## src/rtl/reg_dump_reader.sv

```systemverilog
// Readback engine: walks a bank of read-enabled register cells one at a time
// and streams each captured word to a consumer over valid/ready.
module reg_dump_reader #(
    parameter  int NREGS = 16,
    parameter  int W     = 32,
    localparam int IW    = $clog2(NREGS)
) (
    input  logic             clk,
    input  logic             rst,
    input  logic             start,
    input  logic [IW-1:0]    first_idx,
    input  logic [IW:0]      count,
    input  logic             abort,
    output logic [NREGS-1:0] en_r,
    input  logic [W-1:0]     rd_bus,
    output logic [W-1:0]     out_data,
    output logic [IW-1:0]    out_idx,
    output logic             out_valid,
    input  logic             out_ready,
    output logic             busy,
    output logic             done
);

    typedef enum logic [1:0] {
        S_IDLE,
        S_READ,
        S_HOLD,
        S_DONE
    } state_t;

    localparam logic [IW:0]   NR   = (IW+1)'(NREGS);
    localparam logic [IW-1:0] LAST = IW'(NREGS - 1);

    state_t           r_state;
    logic [IW-1:0]    r_idx;
    logic [IW:0]      r_remaining;
    logic [NREGS-1:0] r_en_r;
    logic [W-1:0]     r_out_data;
    logic [IW-1:0]    r_out_idx;
    logic             r_out_valid;
    logic             r_busy;
    logic             r_done;

    logic [IW:0]      w_first_ext;
    logic [IW:0]      w_first_mod;
    logic [IW-1:0]    w_first;
    logic [IW:0]      w_count_clamp;
    logic [IW-1:0]    w_next_idx;
    logic             w_hs;

    function automatic logic [NREGS-1:0] f_onehot(input logic [IW-1:0] i);
        logic [NREGS-1:0] v;
        v = '0;
        for (int k = 0; k < NREGS; k++) begin
            if (i == IW'(k)) v[k] = 1'b1;
        end
        return v;
    endfunction

    // Index space may exceed NREGS when it is not a power of two
    assign w_first_ext   = {1'b0, first_idx};
    assign w_first_mod   = (w_first_ext >= NR) ? (w_first_ext - NR) : w_first_ext;
    assign w_first       = w_first_mod[IW-1:0];
    assign w_count_clamp = (count > NR) ? NR : count;
    assign w_next_idx    = (r_idx == LAST) ? '0 : (r_idx + 1'b1);
    assign w_hs          = r_out_valid & out_ready;

    always_ff @(posedge clk or negedge rst) begin
        if (!rst) begin
            r_state     <= S_IDLE;
            r_idx       <= '0;
            r_remaining <= '0;
            r_en_r      <= '0;
            r_out_data  <= '0;
            r_out_idx   <= '0;
            r_out_valid <= 1'b0;
            r_busy      <= 1'b0;
            r_done      <= 1'b0;
        end else begin
            r_done <= 1'b0;
            unique case (r_state)
                S_IDLE: begin
                    if (start) begin
                        r_busy <= 1'b1;
                        if (w_count_clamp == '0) begin
                            r_state <= S_DONE;
                            r_done  <= 1'b1;
                        end else begin
                            r_idx       <= w_first;
                            r_remaining <= w_count_clamp;
                            r_en_r      <= f_onehot(w_first);
                            r_state     <= S_READ;
                        end
                    end
                end
                S_READ: begin
                    if (abort) begin
                        r_state     <= S_IDLE;
                        r_en_r      <= '0;
                        r_out_valid <= 1'b0;
                        r_busy      <= 1'b0;
                    end else begin
                        r_out_data  <= rd_bus;
                        r_out_idx   <= r_idx;
                        r_out_valid <= 1'b1;
                        r_en_r      <= '0;
                        r_state     <= S_HOLD;
                    end
                end
                S_HOLD: begin
                    // Abort beats a same-cycle handshake: word counts as lost
                    if (abort) begin
                        r_state     <= S_IDLE;
                        r_en_r      <= '0;
                        r_out_valid <= 1'b0;
                        r_busy      <= 1'b0;
                    end else if (w_hs) begin
                        r_out_valid <= 1'b0;
                        r_remaining <= r_remaining - 1'b1;
                        if (r_remaining == (IW+1)'(1)) begin
                            r_state <= S_DONE;
                            r_done  <= 1'b1;
                        end else begin
                            r_idx   <= w_next_idx;
                            r_en_r  <= f_onehot(w_next_idx);
                            r_state <= S_READ;
                        end
                    end
                end
                S_DONE: begin
                    r_state     <= S_IDLE;
                    r_en_r      <= '0;
                    r_out_valid <= 1'b0;
                    r_busy      <= 1'b0;
                end
                default: begin
                    r_state <= S_IDLE;
                end
            endcase
        end
    end

    assign en_r      = r_en_r;
    assign out_data  = r_out_data;
    assign out_idx   = r_out_idx;
    assign out_valid = r_out_valid;
    assign busy      = r_busy;
    assign done      = r_done;

endmodule
```

## config.mk

```make
export PLATFORM = sky130hd
export DESIGN_NAME = reg_dump_reader
export DESIGN_NICKNAME = d
export VERILOG_FILES = /design/src/rtl/reg_dump_reader.sv
export SDC_FILE = /design/constraint.sdc
export NUM_CORES = 1
export LEC_CHECK = 0
export CAP_MARGIN = 10
export CORE_ASPECT_RATIO = 0.9
export CORE_MARGIN = 4
export CORE_UTILIZATION = 40
export DETAILED_ROUTE_END_ITERATION = 8
export PLACE_DENSITY = 0.7
export SYNTH_ARGS = -nofsm -noshare
export SYNTH_HDL_FRONTEND = slang
export SYNTH_SLANG_ARGS = --single-unit
```

## constraint.sdc

```tcl
create_clock -name clk -period 2.3 [get_ports clk]
set_input_delay 0.575 -clock clk [delete_from_list [all_inputs] [get_ports clk]]
set_output_delay 0.575 -clock clk [all_outputs]
set_load 0.01 [all_outputs]
```

Word level (Yosys, flattened, before mapping)
Index checks and enable logic that the tools add are counted.
Widths: inputs -> output; s select.

word-level totals
  register bits after elaboration = 66
  input bits = 46
  output and inout bits = 55
  word-level logic and storage cells = 146

cells by class
  $add $sub $neg = 3
  $lt $le $gt $ge = 2
  equal/unequal tests = 43
  mux-type cells = 72
  bitwise operators = 2
  reductions and logical operators = 15

operators by type and width
  kind                count
  $mux 16             5
  $eq 4x4->1 const B  17
  $pmux 16 s3         1
  $mux 1              42
  $eq 4x3->1 const B  8
  $mux 4              7
  $mux 5              5
  $eq 4x2->1 const B  4
  $mux 2              6
  $ne 2x2->1 const B  5
  $pmux 5 s2          1
  $eq 4x1->1 const B  2
  $logic_not 4->1     2
  $pmux 2 s4          1
  $pmux 4 s2          1
  $reduce_and 2->1    4
  $ne 3x3->1 const B  2
  $pmux 1 s3          2
  $reduce_and 6->1    1
  $eq 5x1->1 const B  1
  $ge 4x5->1 const B  1
  $gt 5x5->1 const B  1
  $logic_not 5->1     1
  $reduce_and 5->1    1
  14 further kinds    16

Logic depth before layout (Yosys ltp)
Gate-level depths: netlist of run 1.

  depth in word-level cells = 8
  gate-level depth with buffers = 9
  mapped depth without buffers = 6

Worst setup path after synthesis of run 1
Ideal clock, no wire load.

  path kind = reg2reg
  start point = register r_state[0]
  end point = register r_en_r[10], in the netlist en_r[10]
  setup time = 0.125 ns
  data arrival time = 1.903 ns
  data required time = 2.175 ns
  path slack = 0.272 ns
  stages on the path, launching flop included = 10
  path buffers = 3
  period minus slack after synthesis = 2.028 ns
  cell sequence = dfrtp_1 inv_1 ha_1 buf_2 nor2b_1 nand2_1 and3_1 buf_6 buf_8 mux2_4

on the way
  longest elaborated chain between the ends = 3
  elaborated cells between the ends (all ways) = 11
  those cells by class = eq/ne (7); mux (1); reduce/logical (3)

ends and longest elaborated chain
  what                                                                     RTL line  source
  from (decl)                                                              34        state_t r_state;
  from (signal assigned)                                                   70        r_state <= S_IDLE;
  from (signal assigned)                                                   86        r_state <= S_DONE;
  from (signal assigned)                                                   92        r_state <= S_READ;
  $eq 2x2->1, or another cell as far along                                 81        unique case (r_state)
  $ne 3x3->1 (no source line), or another cell as far along                --
  $reduce_and 4->1 (no source line) / $pmux 16 s3 (equally long branches)  --
  to (signal assigned)                                                     91        r_en_r <= f_onehot(w_first);
  to (signal assigned)                                                     125       r_en_r <= f_onehot(w_next_idx);
  to (decl)                                                                37        logic [NREGS-1:0] r_en_r;

Parallel ways exist; a longest one is shown, timed or not.
A chain may end at the register's enable or synchronous reset.

Worst setup path after layout of run 1
  start point = register r_state[0]
  end point = register r_idx[3]

on the way
  longest elaborated chain between the ends = 3
  elaborated cells between the ends (all ways) = 10
  those cells by class = eq/ne (6); mux (1); reduce/logical (3)

ends and longest elaborated chain
  what                                                                     RTL line  source
  $eq 2x2->1 / $logic_not 2->1 (equally long branches)                     81
  $ne 2x2->1 (no source line) / $reduce_bool 2->1 (equally long branches)  --
  $reduce_and 6->1 (no source line)                                        --
  to (signal assigned)                                                     89        r_idx <= w_first;
  to (signal assigned)                                                     124       r_idx <= w_next_idx;
  to (decl)                                                                35        logic [IW-1:0] r_idx;

Parallel ways exist; a longest one is shown, timed or not.

==> results.txt, run 1 <==
Final setup viols: 0
Highest achievable clock rate: 0.4914 GHz
Clock Latency Late Sink: 0.35 ns
Post-Syn Nets: 361
Commonest non-fill, non-tap cell in the layout: clkdlybuf4s50_1
Clock root buffer: clkbuf_8
GP Congestion: 0.9299
Max-cap violations: 0
Hold buffers post-CTS: 0
Max Root-Sink Buffers: 2
Global-route wire length before repair: 14350 um
#FFs+latches synth: 66
Worst hold path class: input pin to async pin
Worst Path Arrival: 2.27 ns
Synth warnings: 0
CTS tree: yes
Status: finished clean
RSZ-0062 raised after global routing: no
Port Buffers: 100
Iter 0 DRT Violations: 98
Total grt overflow: 0
CP Launch Point: r_state[0]
Leakage Power: 2.094 nW
Io pins: 101
Most frequent cells in the layout: clkdlybuf4s50_1 (99), dfrtp_1 (66), mux2_2 (42), nand2_1 (26), buf_4 (19)
EDFF count, synth: 0
Total track usage: 17.88%
Row count: 31
Initial Utilization: 41.72%
Synth Cell Area: 3398 um^2
Drt first pass iters: 4
N_diodes: 0
Number of vias in the routed layout: 2846
R2r startpoint: r_state[0]
Vias/cell: 5.411
Core area: 8145 um^2
Share of cells above drive strength 1: 21.55%
Vias in the first global route: 2983
Min cycle time layout: 2.035 ns
CP Launch Type: flop
Number of CTS-inserted buffers: 9
Post-route clock period utilization: 88.47%
Worst Tran Pin Value: 0.5360 ns
DRC errors left: 0
Cells after Synth: 304
WL final: 8827 um
Total power: 6.233 mW
CP Class: flop to flop
Die width: 105.2 um
Initial antenna violation count: 0
Synth top area cells: dfrtp_1 (49%), mux2_2 (14%), ha_1 (4.1%), nand2_1 (2.9%), a31oi_1 (2.2%)
Post-synth ARST share: 100.0%
Synth Flop Type: dfrtp_1
Die area: 10040 um^2
Detail Route Antenna Nets: 0
Worst Path Max Fanout: 10
Mapped Avg Cell Area: 11.18 um^2
Final hold slack: 0.2038 ns
Post-synthesis sequential area ratio: 48.60%
Max-slew headroom: 64.27%
Resized Gates After CTS: 0
Dpl hpwl: 6830 um
Layout area overhead: 43.59%
Worst endpoint required time: 2.53 ns
TritonCTS Sinks: 66
Yosys cell types: 48
Hold Vio Cnt, Final: 0
Synth area leader: dfrtp_1
Peak supply drop: 652.4 uV
WL/cell: 16.78 um
Power Dens Cells: 1277 nW/um^2
Setup Fix Bufs, Post-CTS: 0
Die height: 95.44 um
Critical path endpoint category: flop
Worst Skew: 0.007225 ns
Slew Viols, Final: 0
Share of the synthesized area in the top cell type: 48.60%
Largest net degree at the start of global routing: 33
Clock transition at path regs: 0.08 ns
Nets: 479
H-tree levels: 3
-- state kept, by name, summed over array words and instances (netlist names), 2 cells and up --
signal       flops
en_r            16
out_data        32
out_idx          4
r_idx            4
r_remaining      5
r_state          2
-- through the flow --
step	setup slack (ns)	utilization (%)	cells	setup TNS (ns)	area (um^2)
floorplan	0.2721	-	304	0	3398
global placement	-0.01384	57.16	510	-0.03019	4656
detailed placement	-0.03286	57.16	510	-0.1398	4656
CTS	0.2586	59.91	526	0	4880
global route	0.01105	59.91	526	0	4880
finish	0.2651	59.91	526	0	4880
-- worst paths after layout --
| path | depth (start not counted) | endpoint | slack (ns) |
|---|---|---|---|
| max | 6 | r_idx[3] | 0.27 |
| min | 1 | out_data[28] | 0.20 |
| max reg2reg | 6 | r_idx[3] | 0.27 |
| min reg2reg | 1 | busy | 0.51 |
| max in group asynchronous | 3 | en_r[7] | 1.39 |
| min in group clk | 1 | busy | 0.51 |
-- worst max-delay path, cell delays in order, from the launching register on --
cell	delay, ns
dfrtp_1	0.42
inv_1	0.09
ha_1	0.34
nor2b_1	0.34
a221o_1	0.39
a21oi_1	0.13
o22a_1	0.22
-- layer usage --
layer  share of wire, %  vias to the layer above  GRT usage, %  routed length [um]
li1                   -                     1353             -                   -
met1                 43                     1409         22.17                3760
met2                 50                       74         30.45                4403
met3                6.4                       10         5.619                 569
met4                1.1                        0         4.809                  94
met5                  0                        -             0                   0
-- synth_stat cells, types with 2 or more instances --
master	instances
nor3_1	2
mux2_2	42
buf_6	2
o22ai_1	2
mux2i_1	2
nor3b_1	3
a32oi_1	2
a221oi_1	2
nor4_1	3
nand3b_1	2
nand3_1	14
a31oi_1	12
buf_2	5
ha_1	11
a21oi_1	8
o21ai_0	11
and3_1	4
and2_1	2
inv_1	14
clkbuf_1	8
nor4bb_1	4
mux2_4	2
o22a_1	5
o41ai_1	2
dfrtp_1	66
o31ai_1	4
a22oi_1	2
nor2_1	12
a211o_1	2
nor2b_1	7
o2bb2ai_1	2
o32a_1	4
nand2_1	26
-- cell type report --
class	instances	area (um^2)
fillers	710	3266
clock inverters	7	100.1
clock buffers	9	123.9
repair buffers	123	1219
well taps	99	123.9
multi-input cells	208	1609
flip-flops and latches	66	1652
inverters	14	52.55
-- power by group --
| part | internal, mW | total (mW) | switching (mW) |
|---|---|---|---|
| registers | 1.67 | 2.05 | 0.382 |
| clock network | 0.619 | 1.09 | 0.472 |
| logic | 1.72 | 3.09 | 1.37 |
| total | 4.01 | 6.23 | 2.22 |
-- logic make-up after synthesis --
kind of cell               after synthesis  synth area share, %
and+or+nand+nor                         88                14.62
DFF                                     66                48.60
AOI/OAI and AO/OA                       63                13.07
muxes                                   46                15.39
buffers and inverters                   30                4.271
adders and majority gates               11                4.050
Power figures use the tool's default switching activity.
==> inputs of run 2 (changes only) <==
--- a/config.mk
+++ b/config.mk
@@ -5,6 +5,7 @@
 export SDC_FILE = /design/constraint.sdc
 export NUM_CORES = 1
 export LEC_CHECK = 0
+export ABC_CLOCK_PERIOD_IN_PS = 2300
 export CAP_MARGIN = 10
 export CORE_ASPECT_RATIO = 0.9
 export CORE_MARGIN = 4
==> results of run 2 <==
Final layout, timing and power as in run 1 (identical DEF).
==> inputs of run 3 (changes only) <==
--- a/config.mk
+++ b/config.mk
@@ -7,10 +7,11 @@
 export LEC_CHECK = 0
 export ABC_CLOCK_PERIOD_IN_PS = 2300
 export CAP_MARGIN = 10
-export CORE_ASPECT_RATIO = 0.9
+export CORE_ASPECT_RATIO = 1.75
 export CORE_MARGIN = 4
 export CORE_UTILIZATION = 40
 export DETAILED_ROUTE_END_ITERATION = 8
+export HOLD_SLACK_MARGIN = 0.03
 export PLACE_DENSITY = 0.7
 export SYNTH_ARGS = -nofsm -noshare
 export SYNTH_HDL_FRONTEND = slang
==> run 3 against run 2 <==
Effect of this change:
- register-to-register slack worse by 0.07 ns
- sequential share of layout area fell by 0.85 points
- design area increased by 2.6%
- wire length increased by 4.1%
- clock skew decreased by 0.00053 ns
- highest routed layer unchanged
==> results.txt, run 3 (same netlist as run 1, synthesis figures left out) <==
Nets: 482
WL/cell: 16.86 um
Worst path slowest cell: dfrtp_1
Slew Viols, Final: 0
Die area: 10090 um^2
Max reg flops: 32
Largest net degree at the start of global routing: 38
WL final: 9190 um
Dpl hpwl: 6889 um
Initial antenna violation count: 0
Critical path endpoint category: flop
Worst Skew: 0.006699 ns
DRC errors left: 0
Resized Gates After CTS: 0
CTS tree: yes
CP Launch Type: flop
Max Root-Sink Buffers: 2
Global-route wire length before repair: 15040 um
Leakage Power: 2.138 nW
Initial Utilization: 40.88%
Most frequent cells in the layout: clkdlybuf4s50_1 (99), dfrtp_1 (66), mux2_2 (42), nand2_1 (26), buf_4 (22)
Die height: 129.9 um
Number of CTS-inserted buffers: 9
Clock transition at path regs: 0.05 ns
Worst stage delay on the critical path: 0.41 ns
Min cycle time layout: 2.104 ns
Setup TNS: 0 ns
Peak supply drop: 719.2 uV
Clock root buffer: clkbuf_16
Worst hold path class: input pin to async pin
GP Congestion: 0.8722
Place WS: -0.07539 ns
Fin cells: 545
Worst path bufs/invs: 2
Layout area overhead: 47.28%
DP Area: 4698 um^2
Setup Fix Bufs, Post-CTS: 0
Filler cell count in the final layout: 683
Core area: 8313 um^2
Worst Path Arrival: 2.37 ns
Crit-path leading delay family: compound AO/OA/AOI/OAI gates
Hold Vio Cnt, Final: 0
Max-slew headroom: 66.31%
Cell area after layout: 5005 um^2
Clock Latency Late Sink: 0.33 ns
Row count: 44
Status: finished clean
Detail Route Antenna Nets: 0
Iter 0 DRT Violations: 123
Final worst setup slack: 0.1961 ns
Commonest non-fill, non-tap cell in the layout: clkdlybuf4s50_1
Final setup viols: 0
Highest achievable clock rate: 0.4753 GHz
Worst endpoint required time: 2.57 ns
Total track usage: 19.26%
Cell Chain, Critical Path: inv_1, ha_1, buf_4, nor3b_1, nand2_1, o31ai_1, o32a_1
Io pins: 101
CP Class: flop to flop
Post-route clock period utilization: 91.47%
Vias in the first global route: 3235
Die width: 77.68 um
Total grt overflow: 0
N_diodes: 0
Max-cap violations: 0
Worst Path Max Fanout: 9
RSZ-0062 raised after global routing: no
Number of vias in the routed layout: 2923
Power Dens Cells: 1313 nW/um^2
Share of cells above drive strength 1: 21.86%
Drt first pass iters: 4
TritonCTS Sinks: 66
Worst Tran Pin Value: 0.5053 ns
Post-Place Cells: 529
Port Buffers: 100
Vias/cell: 5.363
H-tree levels: 3
Hold buffers post-CTS: 0
run 3: changes by cell type in the layout (fill, tap and decap cells not counted):
cell,previous run,this run
clkbuf_1,0,1
clkinvlp_4,0,2
clkbuf_16,0,9
inv_6,2,0
buf_4,19,22
clkbuf_8,9,2
bufinv_16,2,1
clkinv_4,2,0
run 3: where the power goes:
| group | total [mW] | internal [mW] | switching [mW] |
|---|---|---|---|
| clock | 1.39 | 0.896 | 0.496 |
| sequential | 2.04 | 1.67 | 0.374 |
| combinational | 3.13 | 1.73 | 1.40 |
run 3: path summary, 6_finish.rpt:
kind	cells past startpoint	slack [ns]	startpoint	end
min in group clk	1	0.49	busy	busy
worst max register to register	7	0.20	r_state[0]	en_r[15]
worst min-delay path	1	0.21	rst	out_data[10]
worst min register to register	1	0.49	busy	busy
worst max-delay path	7	0.20	r_state[0]	en_r[15]
max in group asynchronous	3	1.41	rst	out_data[0]
run 3: layer usage:
metal,global-route usage [%],vias to the layer above,wire (um)
met5,0,-,0
met4,10.90,0,300
met3,7.735,26,782
met2,33.08,119,4762
met1,19.79,1419,3344
li1,-,1359,-
run 3: final cells by class:
cell class	instances	area, um^2	share of cell area, %
sequential	66	1652	33.00
multi-input combinational	208	1609	32.15
timing repair buffer	126	1241	24.80
clock buffer	12	256.5	5.125
tap	115	143.9	2.875
inverter	14	52.55	1.050
clock inverter	4	50.05	1.000
run 3: metrics by stage:
| step | total power [mW] | util, % | hold WS (ns) |
|---|---|---|---|
| after floorplan | 3.709 | - | 0.2794 |
| after global placement | 5.123 | 56.52 | 0.4740 |
| after detailed placement | 5.190 | 56.52 | 0.4809 |
| after CTS | 6.627 | 60.20 | 0.2210 |
| after global routing | 6.993 | 60.20 | 0.2430 |
| final | 6.570 | 60.20 | 0.2083 |
